<file path="src/rtl/sound_pkg.sv">
// sound_pkg: shared types and defaults for the sound RAM arbiter.
//   arb_state_e : ownership handover FSM states
//   host_kind_e : kind of host access held in the slot
//   cnt_w()     : width of a counter that runs 0..n-1
package sound_pkg;

  localparam int ADDR_W_DEF     = 16;
  localparam int RESET_HOLD_DEF = 4;

  typedef enum logic [2:0] {
    ST_RUN  = 3'd0,
    ST_REQ  = 3'd1,
    ST_OWN  = 3'd2,
    ST_REL  = 3'd3,
    ST_HOLD = 3'd4
  } arb_state_e;

  typedef enum logic {
    HK_RD = 1'b0,
    HK_WR = 1'b1
  } host_kind_e;

  function automatic int cnt_w(input int n);
    return (n < 2) ? 1 : $clog2(n);
  endfunction

endpackage

</file>
<file path="src/rtl/snd_host_slot.sv">
// snd_host_slot: single-entry host access slot.
//   Captures one qualified host strobe, issues it to RAM when 'go' allows,
//   returns read data one cycle after issue, and flags strobes it could not take.
// Ports:
//   CLK_32M, RESET_N      clock, async active-low reset
//   host_rd, host_wr      strobes already qualified by HOST_SEL
//   take_ok               arbiter state allows capture
//   host_a, host_din      host address / write data
//   go                    RAM port free for the slot this cycle
//   ram_q                 RAM read data (1-cycle latency)
//   pend                  captured access waiting to issue
//   exec, exec_we         slot drives the RAM port this cycle (and writes)
//   slot_a, slot_d        captured address / data
//   busy, drop            slot occupied / sticky lost-strobe flag
//   dout, dout_valid      read return register and its one-cycle pulse
module snd_host_slot import sound_pkg::*; #(
  parameter int ADDR_W = ADDR_W_DEF
) (
  input  logic              CLK_32M,
  input  logic              RESET_N,
  input  logic              host_rd,
  input  logic              host_wr,
  input  logic              take_ok,
  input  logic [ADDR_W-1:0] host_a,
  input  logic [7:0]        host_din,
  input  logic              go,
  input  logic [7:0]        ram_q,
  output logic              pend,
  output logic              exec,
  output logic              exec_we,
  output logic [ADDR_W-1:0] slot_a,
  output logic [7:0]        slot_d,
  output logic              busy,
  output logic              drop,
  output logic [7:0]        dout,
  output logic              dout_valid
);

  host_kind_e kind;
  logic       rd_wait;
  logic       strobe, take;

  assign strobe  = host_rd | host_wr;
  assign take    = strobe & take_ok & ~busy;
  assign pend    = busy & ~rd_wait;
  assign exec    = pend & go;
  assign exec_we = exec & (kind == HK_WR);

  always_ff @(posedge CLK_32M or negedge RESET_N) begin
    if (!RESET_N) begin
      busy       <= 1'b0;
      rd_wait    <= 1'b0;
      kind       <= HK_RD;
      slot_a     <= '0;
      slot_d     <= '0;
      drop       <= 1'b0;
      dout       <= 8'hFF;
      dout_valid <= 1'b0;
    end else begin
      dout_valid <= 1'b0;
      if (strobe && !take) drop <= 1'b1;
      // take needs ~busy and exec/rd_wait need busy, so these are exclusive
      if (take) begin
        busy   <= 1'b1;
        kind   <= host_wr ? HK_WR : HK_RD;  // RD+WR together is a write
        slot_a <= host_a;
        slot_d <= host_din;
      end else if (rd_wait) begin
        dout       <= ram_q;
        dout_valid <= 1'b1;
        busy       <= 1'b0;
        rd_wait    <= 1'b0;
      end else if (exec) begin
        if (kind == HK_WR) busy    <= 1'b0;
        else               rd_wait <= 1'b1;
      end
    end
  end

endmodule

</file>
<file path="src/rtl/sound_ram_arbiter.sv">
// sound_ram_arbiter: owns the single-port sound RAM and shares it between the
// host bus and the sound Z80. Sequences bulk-upload handover
// (BUSRQ -> BUSAK -> host ownership -> release -> Z80 reset hold).
// Build option: SND_ARB_INTERLEAVE_EN -- when defined, host strobes while the
// Z80 runs are served, stretching Z80 memory cycles with WAIT_N if needed.
// Ports:
//   CLK_32M, RESET_N, CE_AUDIO         clock, async reset, Z80 clock enable
//   BRQ                                host bulk-ownership request (level)
//   HOST_SEL/RD/WR/A/DIN               host access; HOST_DOUT/_VALID read return
//   HOST_BUSY, HOST_DROP, GRANT        slot occupied, sticky drop, host owns RAM
//   Z80_A/DO/MREQ_N/RD_N/WR_N/BUSAK_N  Z80 bus in
//   Z80_BUSRQ_N/WAIT_N/RESET_N         Z80 control out; Z80_RAM_Q read data
//   RAM_ADDR/DIN/WE, RAM_Q             RAM port (1-cycle read latency)
module sound_ram_arbiter import sound_pkg::*; #(
  parameter int RESET_HOLD = RESET_HOLD_DEF,
  parameter int ADDR_W     = ADDR_W_DEF
) (
  input  logic              CLK_32M,
  input  logic              RESET_N,
  input  logic              CE_AUDIO,
  input  logic              BRQ,
  input  logic              HOST_SEL,
  input  logic              HOST_RD,
  input  logic              HOST_WR,
  input  logic [ADDR_W-1:0] HOST_A,
  input  logic [7:0]        HOST_DIN,
  output logic [7:0]        HOST_DOUT,
  output logic              HOST_DOUT_VALID,
  output logic              HOST_BUSY,
  output logic              HOST_DROP,
  output logic              GRANT,
  input  logic [ADDR_W-1:0] Z80_A,
  input  logic [7:0]        Z80_DO,
  input  logic              Z80_MREQ_N,
  input  logic              Z80_RD_N,
  input  logic              Z80_WR_N,
  input  logic              Z80_BUSAK_N,
  output logic              Z80_BUSRQ_N,
  output logic              Z80_WAIT_N,
  output logic              Z80_RESET_N,
  output logic [7:0]        Z80_RAM_Q,
  output logic [ADDR_W-1:0] RAM_ADDR,
  output logic [7:0]        RAM_DIN,
  output logic              RAM_WE,
  input  logic [7:0]        RAM_Q
);

  localparam int             CW        = cnt_w(RESET_HOLD);
  localparam logic [CW-1:0]  HOLD_LAST = CW'(RESET_HOLD - 1);

  arb_state_e        st, st_nxt;
  logic [CW-1:0]     cnt, cnt_nxt;
  logic              z80_live;
  logic              slot_go, take_ok, slot_pend, slot_exec, slot_we;
  logic [ADDR_W-1:0] slot_a;
  logic [7:0]        slot_d;
  logic              z80_wr_act, z80_wr_done, z80_we;
  logic              unused_sink;

  // ---------------- handover FSM ----------------
  always_ff @(posedge CLK_32M or negedge RESET_N) begin
    if (!RESET_N) begin
      st  <= ST_HOLD;   // reset behaves like a release: hold Z80 in reset first
      cnt <= '0;
    end else begin
      st  <= st_nxt;
      cnt <= cnt_nxt;
    end
  end

  always_comb begin
    st_nxt  = st;
    cnt_nxt = cnt;
    case (st)
      ST_RUN:  if (BRQ) st_nxt = ST_REQ;
      ST_REQ:  if (!BRQ) st_nxt = ST_RUN;
               else if (!Z80_BUSAK_N) st_nxt = ST_OWN;
      ST_OWN:  if (!BRQ) st_nxt = ST_REL;
      ST_REL:  begin
        st_nxt  = ST_HOLD;
        cnt_nxt = '0;
      end
      ST_HOLD: begin
        if (BRQ) begin
          st_nxt  = ST_REQ;
          cnt_nxt = '0;
        end else if (CE_AUDIO) begin
          if (cnt == HOLD_LAST) begin
            st_nxt  = ST_RUN;
            cnt_nxt = '0;
          end else begin
            cnt_nxt = cnt + CW'(1);
          end
        end
      end
      default: st_nxt = ST_HOLD;
    endcase
  end

  // Z80 keeps driving the bus until it acknowledges, so REQ counts as live
  assign z80_live    = (st == ST_RUN) | (st == ST_REQ);
  assign GRANT       = (st == ST_OWN);
  assign Z80_BUSRQ_N = ~((st == ST_REQ) | (st == ST_OWN));
  assign Z80_RESET_N = ~((st == ST_OWN) | (st == ST_REL) | (st == ST_HOLD));

  // ---------------- host slot gating ----------------
`ifdef SND_ARB_INTERLEAVE_EN
  logic wait_q;

  // Stall the Z80 at its next clock enable, keep it stalled until the slot
  // drains, so RAM_Q is back on Z80_A before WAIT_N releases.
  always_ff @(posedge CLK_32M or negedge RESET_N) begin
    if (!RESET_N)                     wait_q <= 1'b0;
    else if (!z80_live || !HOST_BUSY) wait_q <= 1'b0;
    else if (slot_pend && !Z80_MREQ_N && CE_AUDIO) wait_q <= 1'b1;
  end

  assign slot_go    = ~z80_live | Z80_MREQ_N | wait_q;
  assign take_ok    = (st == ST_OWN) | (st == ST_RUN);
  assign Z80_WAIT_N = ~wait_q;
`else
  // Outside OWN the slot only finds the RAM free while the Z80 is held off
  assign slot_go    = ~z80_live;
  assign take_ok    = (st == ST_OWN);
  assign Z80_WAIT_N = 1'b1;
`endif

  snd_host_slot #(.ADDR_W(ADDR_W)) u_slot (
    .CLK_32M   (CLK_32M),
    .RESET_N   (RESET_N),
    .host_rd   (HOST_SEL & HOST_RD),
    .host_wr   (HOST_SEL & HOST_WR),
    .take_ok   (take_ok),
    .host_a    (HOST_A),
    .host_din  (HOST_DIN),
    .go        (slot_go),
    .ram_q     (RAM_Q),
    .pend      (slot_pend),
    .exec      (slot_exec),
    .exec_we   (slot_we),
    .slot_a    (slot_a),
    .slot_d    (slot_d),
    .busy      (HOST_BUSY),
    .drop      (HOST_DROP),
    .dout      (HOST_DOUT),
    .dout_valid(HOST_DOUT_VALID)
  );

  // ---------------- Z80 write edge ----------------
  // One RAM write per Z80 write cycle; if the slot holds the port on the
  // first cycle, the write slides to the next free cycle.
  assign z80_wr_act = ~Z80_MREQ_N & ~Z80_WR_N;
  assign z80_we     = z80_live & z80_wr_act & ~z80_wr_done & ~slot_exec;

  always_ff @(posedge CLK_32M or negedge RESET_N) begin
    if (!RESET_N) z80_wr_done <= 1'b0;
    else          z80_wr_done <= z80_wr_act & (z80_wr_done | z80_we);
  end

  // ---------------- RAM port mux ----------------
  always_comb begin
    RAM_ADDR = '0;
    RAM_DIN  = '0;
    RAM_WE   = 1'b0;
    if (slot_exec) begin
      RAM_ADDR = slot_a;
      RAM_DIN  = slot_d;
      RAM_WE   = slot_we;
    end else if (z80_live) begin
      RAM_ADDR = Z80_A;
      RAM_DIN  = Z80_DO;
      RAM_WE   = z80_we;
    end
  end

  assign Z80_RAM_Q = RAM_Q;

  // Z80 reads need only the address mux; RD_N is observed but not decoded
  assign unused_sink = ^{Z80_RD_N, slot_pend};

endmodule

</file>
<file path="config.mk">
export PLATFORM = sky130hd
export DESIGN_NAME = sound_ram_arbiter
export DESIGN_NICKNAME = d
export VERILOG_FILES = /design/src/rtl/sound_pkg.sv /design/src/rtl/snd_host_slot.sv /design/src/rtl/sound_ram_arbiter.sv
export SDC_FILE = /design/constraint.sdc
export NUM_CORES = 1
export LEC_CHECK = 0
export ABC_AREA = 1
export BUFFER_PORTS_ARGS = -buffer_cell sky130_fd_sc_hd__buf_2
export CORE_UTILIZATION = 46
export CTS_BUF_LIST = sky130_fd_sc_hd__clkbuf_16
export DETAILED_ROUTE_END_ITERATION = 10
export PLACE_DENSITY = 0.79
export SLEW_MARGIN = 20
export SYNTH_ARGS = -nofsm -noshare
export SYNTH_HDL_FRONTEND = slang
export SYNTH_SLANG_ARGS = --single-unit
</file>
<file path="constraint.sdc">
create_clock -name CLK_32M -period 1.7 [get_ports CLK_32M]
set_input_delay 0.085 -clock CLK_32M [delete_from_list [all_inputs] [get_ports CLK_32M]]
set_output_delay 0.085 -clock CLK_32M [all_outputs]
set_load 0.005 [all_outputs]
</file>
==> results of run 1 <==
## per-layer routing
layer	part of all wire [%]	up-vias
met1	41	1141
met5	0	-
met3	6.5	9
met4	1.2	0
met2	52	113
li1	-	1209
## worst max-delay path by stage
stage | to | cells past startpoint | from | slack, ps
5_1_grt | RAM_DIN[6] | 8 | st[0] | -20
3_3_place_gp | u_slot.rd_wait | 7 | st[0] | 170
2_1_floorplan | u_slot.dout[2] | 8 | st[2] | 440
4_1_cts | RAM_ADDR[4] | 7 | st[1] | 20
6_report | RAM_ADDR[9] | 8 | st[1] | 40
3_5_place_dp | u_slot.slot_d[7] | 7 | st[0] | 130
## worst min-delay path, cell delays in order
cell	delay (ps)
buf_2	70
nand2_1	40
nand2_1	50
## per-stage QoR
stage	worst slack (ps)	power (mW)	hold WS, ps
6_report	40.0	5.54	5.04
5_1_grt	-20.5	5.94	16.7
4_1_cts	16.3	5.07	0.508
3_5_place_dp	134	4.00	-115
3_3_place_gp	170	3.92	-116
2_1_floorplan	442	3.26	-211
## final cells by class
| cell class | instances | area share [%] |
|---|---|---|
| Tap cell | 70 | 2.56 |
| Multi-Input combinational cell | 228 | 33.2 |
| Clock buffer | 5 | 3.66 |
| Clock inverter | 3 | 0.329 |
| Timing Repair Buffer | 141 | 26.1 |
| Inverter | 16 | 2.34 |
| Sequential cell | 43 | 31.9 |
## placed cells by master (no fill, tap or decap), types with 3 or more instances in the layout
cell type / count
nand2_1: 161
buf_2: 111
dfrtp_1: 32
nand3_1: 19
nand3_2: 19
dlygate4sd3_1: 11
buf_4: 11
inv_1: 10
dfstp_2: 9
clkbuf_16: 7
nand3_4: 4
nor2_1: 4
o21ai_0: 4
inv_2: 3
inv_4: 3
nand2_2: 3
buf_6: 3
buf_12: 3
## logic make-up after synthesis
logic type	count (synthesis)
fa+ha+maj	1
simple gates	216
compound gates	10
buf+inv	38
flops	43
other cells	1
## report_power, final
part / switching [mW] / total, mW / internal (mW) / leakage [nW]
Clock: 0.363 / 0.892 / 0.528 / 0.0701
Sequential: 0.319 / 1.87 / 1.56 / 0.546
Combinational: 1.45 / 2.77 / 1.32 / 1.33
Total: 2.13 / 5.54 / 3.40 / 1.95
## state kept, by name, summed over array words and instances, names as in the netlist
signal	flops
cnt	2
u_slot.rd_wait	1
u_slot.dout_valid	1
u_slot.dout	8
st	3
u_slot.slot_a	16
u_slot.drop	1
u_slot.busy	1
u_slot.slot_d	8
u_slot.kind	1
z80_wr_done	1
## timing repair
action | CTS | global route
pin swaps | 1 | 7
resized for setup | 5 | 21
setup buffers | 2 | 5
endpoints found under the setup margin | 24 | 35
endpoints found under the hold margin | 44 | 0
hold buffers | 11 | 0
cloned | 0 | 2
==> results by stage, run 1 <==
Yosys:
- The cell area that synthesis handed to floorplanning was 2410 um2.
- Of the total synthesized cell area, the portion taken by full adders, half adders and majority gates is 0.518%.
- Summing the areas of all compound-gate instances in the mapped netlist gives under 10% of the synthesized area.
- The gate count after technology mapping is 309.
- Summed over all instances, the cell type with the most area after synthesis is dfrtp_1.
- After synthesis the netlist holds a flip-flop and latch count of 43.
- The net count after synthesis is around 380.
- The most common cell in the synthesized netlist is nand2_1.
- The main combinational cell family by area after synthesis is simple AND/OR/NAND/NOR gates.
- The area fraction in and, or, nand and nor cells after synthesis is approximately 41%.
- In the synthesized netlist the async set-or-reset flop fraction comes to 100%.
- Among all flip-flop cells after synthesis, the most frequent one is dfrtp_1.
- Summed over its instances, the top area cell type makes up about a third of the synthesized netlist area.
- The multiplexer fraction of the synthesized cell area is 0%.
- The sequential area share after synthesis is 45.0%.
- The commonest cells after synthesis are 165 x nand2_1, 34 x dfrtp_1, 24 x nand3_1.
- The synthesis warning total is 0.
- Counting distinct cell types in the post-synthesis netlist gives 27.
- In the post-synthesis netlist, the biggest area contributors are dfrtp_1 35%, nand2_1 26%, dfstp_2 9.8%.
- After Yosys synthesis, XOR and XNOR cells account for 0% of the synthesized area.
- The per-instance average area after synthesis is 7.81 um2.
- The number of flops mapped to enable cells by yosys is 0.

Layout:
- The post-route non-filler standard cell count is 506.
- Of the cells placed in the final design, the portion with a size suffix greater than 1 is a little over two fifths.
- In the final layout, the multi-input gates occupy 1130 um2.
- The area growth from synthesis to final layout is 41.7%.
- After routing the design area is 3420 um2.
- The utilization after layout is 67.4%.
- The footprint of the flip-flops and latches is 1090 um2.
- The number of filler cells placed in the layout is 424.
- The number of antenna diodes in the final layout is 0.
- For this run, the post-layout net count is 503.

Drt:
- The total routed wirelength is around 6200 um.
- The total via count in the routed design is ~2500.
- The ratio of routed vias to standard cells is 4.89.
- The first routing iteration left 149 violations.
- The per-cell routed wire length is 12.2 um.
- The detail route stage leaves a number of antenna-violating nets equal to 0.
- The first detailed-routing pass took 4 iterations.
- The post-route DRC violation count is 0.

Critical path:
- The number of buffers and inverters on the critical path is 4.
- The capturing element type of the critical path is an output pin.
- The worst reg2reg path depth is 7.
- The largest individual stage delay along the critical path comes from the cell dfrtp_2.
- STA puts the critical path data required time at 1620 ps.
- The launch instance of the worst register-to-register path is st[0].
- In this design, the largest share of critical-path delay is due to buffers and inverters.
- The worst flop-to-flop path endpoint is u_slot.slot_a[11].
- The largest stage delay on the critical path is about 470 ps.
- The worst setup slack for register-to-register paths is approximately 230 ps.
- The worst setup path is launched from a flop.
- The worst setup path is of the reg2out kind.
- The arrival time reported for the critical path endpoint is 1570 ps.
- Of all nets on the critical path, the largest fanout is 7.
- The critical path goes through inv_2 > nand3_4 > nand2_8 > clkinv_8 > clkbuf_16 > nand3_2 > nand2_1 > buf_2.

STA:
- The time the worst path needs with I/O delays and setup is 1660 ps.
- The max-slew violation count is 0.
- Between clock sinks in the finished design, the worst skew comes to 4.56 ps.
- The number of hold-slack violations in the final timing report was 0.
- The count of final setup violators is 0.
- For the final routed database, the setup TNS stands at 0 ps.
- Based on the critical path, the design can be clocked at up to 602 MHz.
- Setup repair after global routing could not meet its margin everywhere.
- The portion of the clock cycle consumed by the worst path in the final layout is 97.6%.

Global routing:
- The number of antenna violations at the first check in global routing was 0.
- The wire length of the first global-routing pass is ~9000 um.
- The busiest layer in global routing is met2.
- The met3 global-route usage is 5.28%.
- The via count of the first global-routing pass is roughly 2200.
- The met2 layer usage reported by global route is 38.7%.
- The largest net degree at the start of global routing is 43.
- Global routing consumed, on the met1 layer, between 20% and 30% of the routing resources.
- In the global route stage, overall resource usage came out at 21.2%.
- Summed over all layers, the global routing overflow is 0.

Place:
- The detailed placement HPWL is 4040 um.
- The global placer's final weighted congestion is 0.868.
- The port buffer count is 112.
- The number of placed instances, taps included is 478.
- The area of placed instances is approximately 3000 um2.

Pwr:
- In this run the static leakage power is 1.95 nW.
- The power density over cell area is 1620 nW/um2.
- IR analysis of the VDD net gives a maximum drop of 819 uV.

Worst hold path:
- The origin of the worst min-delay path is HOST_DIN[5].
- The worst hold path belongs to the class in2reg.
- The hold-critical path depth is 3.
- The worst hold endpoint is u_slot.slot_d[5].

Clock tree:
- Counting the buffers created by CTS gives 5.
- After clock tree synthesis, the clock-pin slew on the worst setup and hold paths is 60 ps.
- The root buffer cell is clkbuf_16.
- Counting along the longest clock path gives a buffer depth of 2.
- The clock network latency to the later pin of the worst-skew pair is between 200 and 300 ps.
- The deepest level of the CTS H-tree is 2.
- The clock sink count is 43.
- The clock tree from TritonCTS is done.

Floorplan:
- The core region is 5070 um2.
- The die footprint is 5540 um2.
- From bottom edge to top edge, the die measures 74.5 um.
- The width of the die is 74.5 um.
- The row count is 26.
- For this configuration, the core starts out at a cell density of 47.6%.
- The I/O pin count is 115.

Flow run:
- Across the run, the number of max-cap violations was 0.

Status:
- The flow ran to the end, and the final reports show no timing, DRC or antenna violations.
Power figures use the tool's default switching activity.
==> run 2, diff against run 1 <==
Settings changed: PLACE_DENSITY 0.79 to 0.86, SETUP_SLACK_MARGIN from default to 0.2.
==> results by stage, run 2 (same netlist as run 1, synthesis figures left out) <==
STA:
- Setup repair after global routing could not meet its margin everywhere.
- Across all hold checks on the routed design, the worst slack comes to 3.29 ps.
- The max-slew headroom at the worst pin is 62.0%.
- Setup violations remaining at the end of the flow were counted as 0.
- The number of hold-slack violations in the final timing report is 0.
- The largest clock skew in the final design is 4.26 ps.
- Counting I/O delays and the setup requirement, the final critical path takes 1650 ps.
- The final critical path takes up between 90% and 100% of the cycle.
- For the pin with the worst max-slew slack, the measured transition is about 570 ps.
- The max-slew violation count came to 0.
- Based on the critical path, the design can be clocked at up to 605 MHz.
- The worst setup slack after layout is 48.1 ps.

Layout:
- The number of flip-flops in the largest register is 16.
- The fraction of layout cells with a size suffix above 1 is 42.4%.
- The most frequent standard cell in the layout excluding fill and tap cells is nand2_1.
- In the layout the commonest cells are 162 x nand2_1, 112 x buf_2, 32 x dfrtp_1, 23 x nand3_1, 19 x buf_4.
- The post-route non-filler standard cell count is about 520.
- The net count of the finished layout is 515.
- The number of inserted diodes is 0.
- The register with the most flip-flops is u_slot.slot_a.
- In the final layout, the registers with the most flip-flops are u_slot.slot_a (16), u_slot.dout (8), u_slot.slot_d (8).
- The post-route cell area is 3470 um2.
- The area growth from synthesis to final layout is 43.8%.

Clock tree:
- The worst-case clock buffer depth is 2.
- The deepest level of the CTS H-tree is 2.
- The clock tree from TritonCTS is done.
- Clock-pin slew was measured on the worst setup and hold paths at 60 ps.
- The clock network latency to the later pin of the worst-skew pair is about 280 ps.
- The clock drives 43 sinks.
- The cell sitting at the root of the clock tree is a clkbuf_16.
- Counting the buffers created by CTS gives 5.

Place:
- The port buffer count is 112.
- The congestion estimate from routability-driven global placement came to 0.808.
- After detailed placement, the design holds a cell count of 479.
- The placed instances occupy a cell area of 2940 um2.
- The worst slack at placement is 109 ps.
- Detailed placement finished with a half-perimeter wire length of 4110 um.

Critical path:
- The worst setup path is captured at an output pin.
- The start-to-end type of the worst setup path is reg2out.
- The required time of the critical path is ~1600 ps.
- STA classifies the critical path startpoint as a flop.
- The worst setup path startpoint is st[2].
- Along the worst path, the maximum fanout reaches 7.
- The launch instance of the worst register-to-register path is st[0].
- The arrival time reported for the critical path endpoint is 1570 ps.

Drt:
- The routed layout has 2454 vias.
- Dividing the detail-routed wire length by the instance count gives 12.5 um.
- After the first detailed-routing iteration, the DRC count stood at 132.
- Summed over all layers, the routed wires come to 6480 um.
- After detailed routing, the number of remaining DRC violations is 0.
- Before antenna repair, the detailed router went through 4 iterations.
- In this run the remaining antenna-violating nets after routing total 0.
- Dividing the detail-routed via count by the number of cells gives 4.74.

Pwr:
- Across the VDD grid, the largest voltage drop is 732 uV.
- The analysis attributes to cell leakage a power of about 2 nW.
- The power density over cell area is roughly 1600 nW/um2.

Floorplan:
- After floorplanning, the core was divided into 26 placement rows.
- The die covers 5540 um2.
- The I/O pin count is roughly 120.
- In this run the standard cell core region covers 5070 um2.
- The floorplan step set the die height to 74.5 um.
- The initial cell density of the core is between 40 and 50%.
- The width of the die is 74.5 um.

Global routing:
- The via count of the first global-routing pass is around 2200.
- The first global-routing pass estimated 9800 um of wire.
- The largest net degree at the start of global routing is 27.
- The total track usage is between 20% and 30%.
- The number of antenna violations at the first check in global routing is 0.
- The total congestion overflow is 0.

Worst hold path:
- The min-delay analysis places its worst path in the category in2reg.
- In this run the most critical hold path is launched from HOST_DIN[7].

Flow run:
- The total of max-cap violations is 0.

Status:
- The run finished with clean final reports.
-- run 2: changes by cell type in the layout (fill, tap and decap cells not counted), sizes merged --
cell	before	now
clkinvlp	0	1
buf	128	137
clkbuf	7	5
dlygate4sd3	11	14
inv	16	17
-- run 2: critical path, cell delays in order, from the launching register on --
cell and delay, ps:
dfstp_2 560, inv_4 60, nand3_4 110, nand2_8 130, inv_12 100, buf_12 100
nand3_1 60, nand2_1 60, buf_2 100
-- run 2: path summary, 6_finish.rpt --
kind                                endpoint  slack, ps  cells after the start
min reg2reg                   u_slot.dout[0]        460                      2
max in group asynchronous  u_slot.slot_a[15]        820                      3
max reg2reg                 u_slot.slot_a[1]        210                      9
max                               RAM_DIN[0]         50                      8
min                         u_slot.slot_d[7]          3                      3
min in group asynchronous              st[1]        330                      2
-- run 2: power breakdown --
part           leakage, nW  internal, mW  switching, mW
Combinational         1.38          1.19           1.49
Sequential           0.546          1.56          0.316
Clock               0.0649         0.533          0.369
Total                 1.99          3.28           2.18
-- run 2: final cells by class --
class	count	area, um2
fill	423	1600
multi-input combinational	228	1100
clock buffer	5	125
tap	70	87.6
timing repair buffer	151	941
timing repair inverter	2	20.0
inverter	16	90.1
sequential	43	1090
clock inverter	3	15.0
-- run 2: what timing repair did --
item	in CTS	in global routing
setup endpoints to repair	50	52
gates cloned	2	0
setup buffers	7	8
pin swaps	5	4
hold buffers	14	0
resized for setup	17	10
hold endpoints to repair	28	0
-- run 2: routing by layer --
metal	up-vias	GRT usage, %	share of wire, %
met3	14	5.96	6.5
li1	1230	-	-
met1	1103	26.5	40
met4	0	10.3	1.9
met2	107	42.9	52
met5	-	0	0
-- run 2: metrics by stage --
stage / util [%] / power [mW] / setup TNS [ps]
finish: 68.4 / 5.45 / 0
global route: 68.4 / 5.86 / -51.0
CTS: 66.3 / 5.36 / 0
detailed placement: 57.8 / 3.94 / 0
global placement: 57.8 / 3.85 / 0
floorplan: - / 3.26 / 0
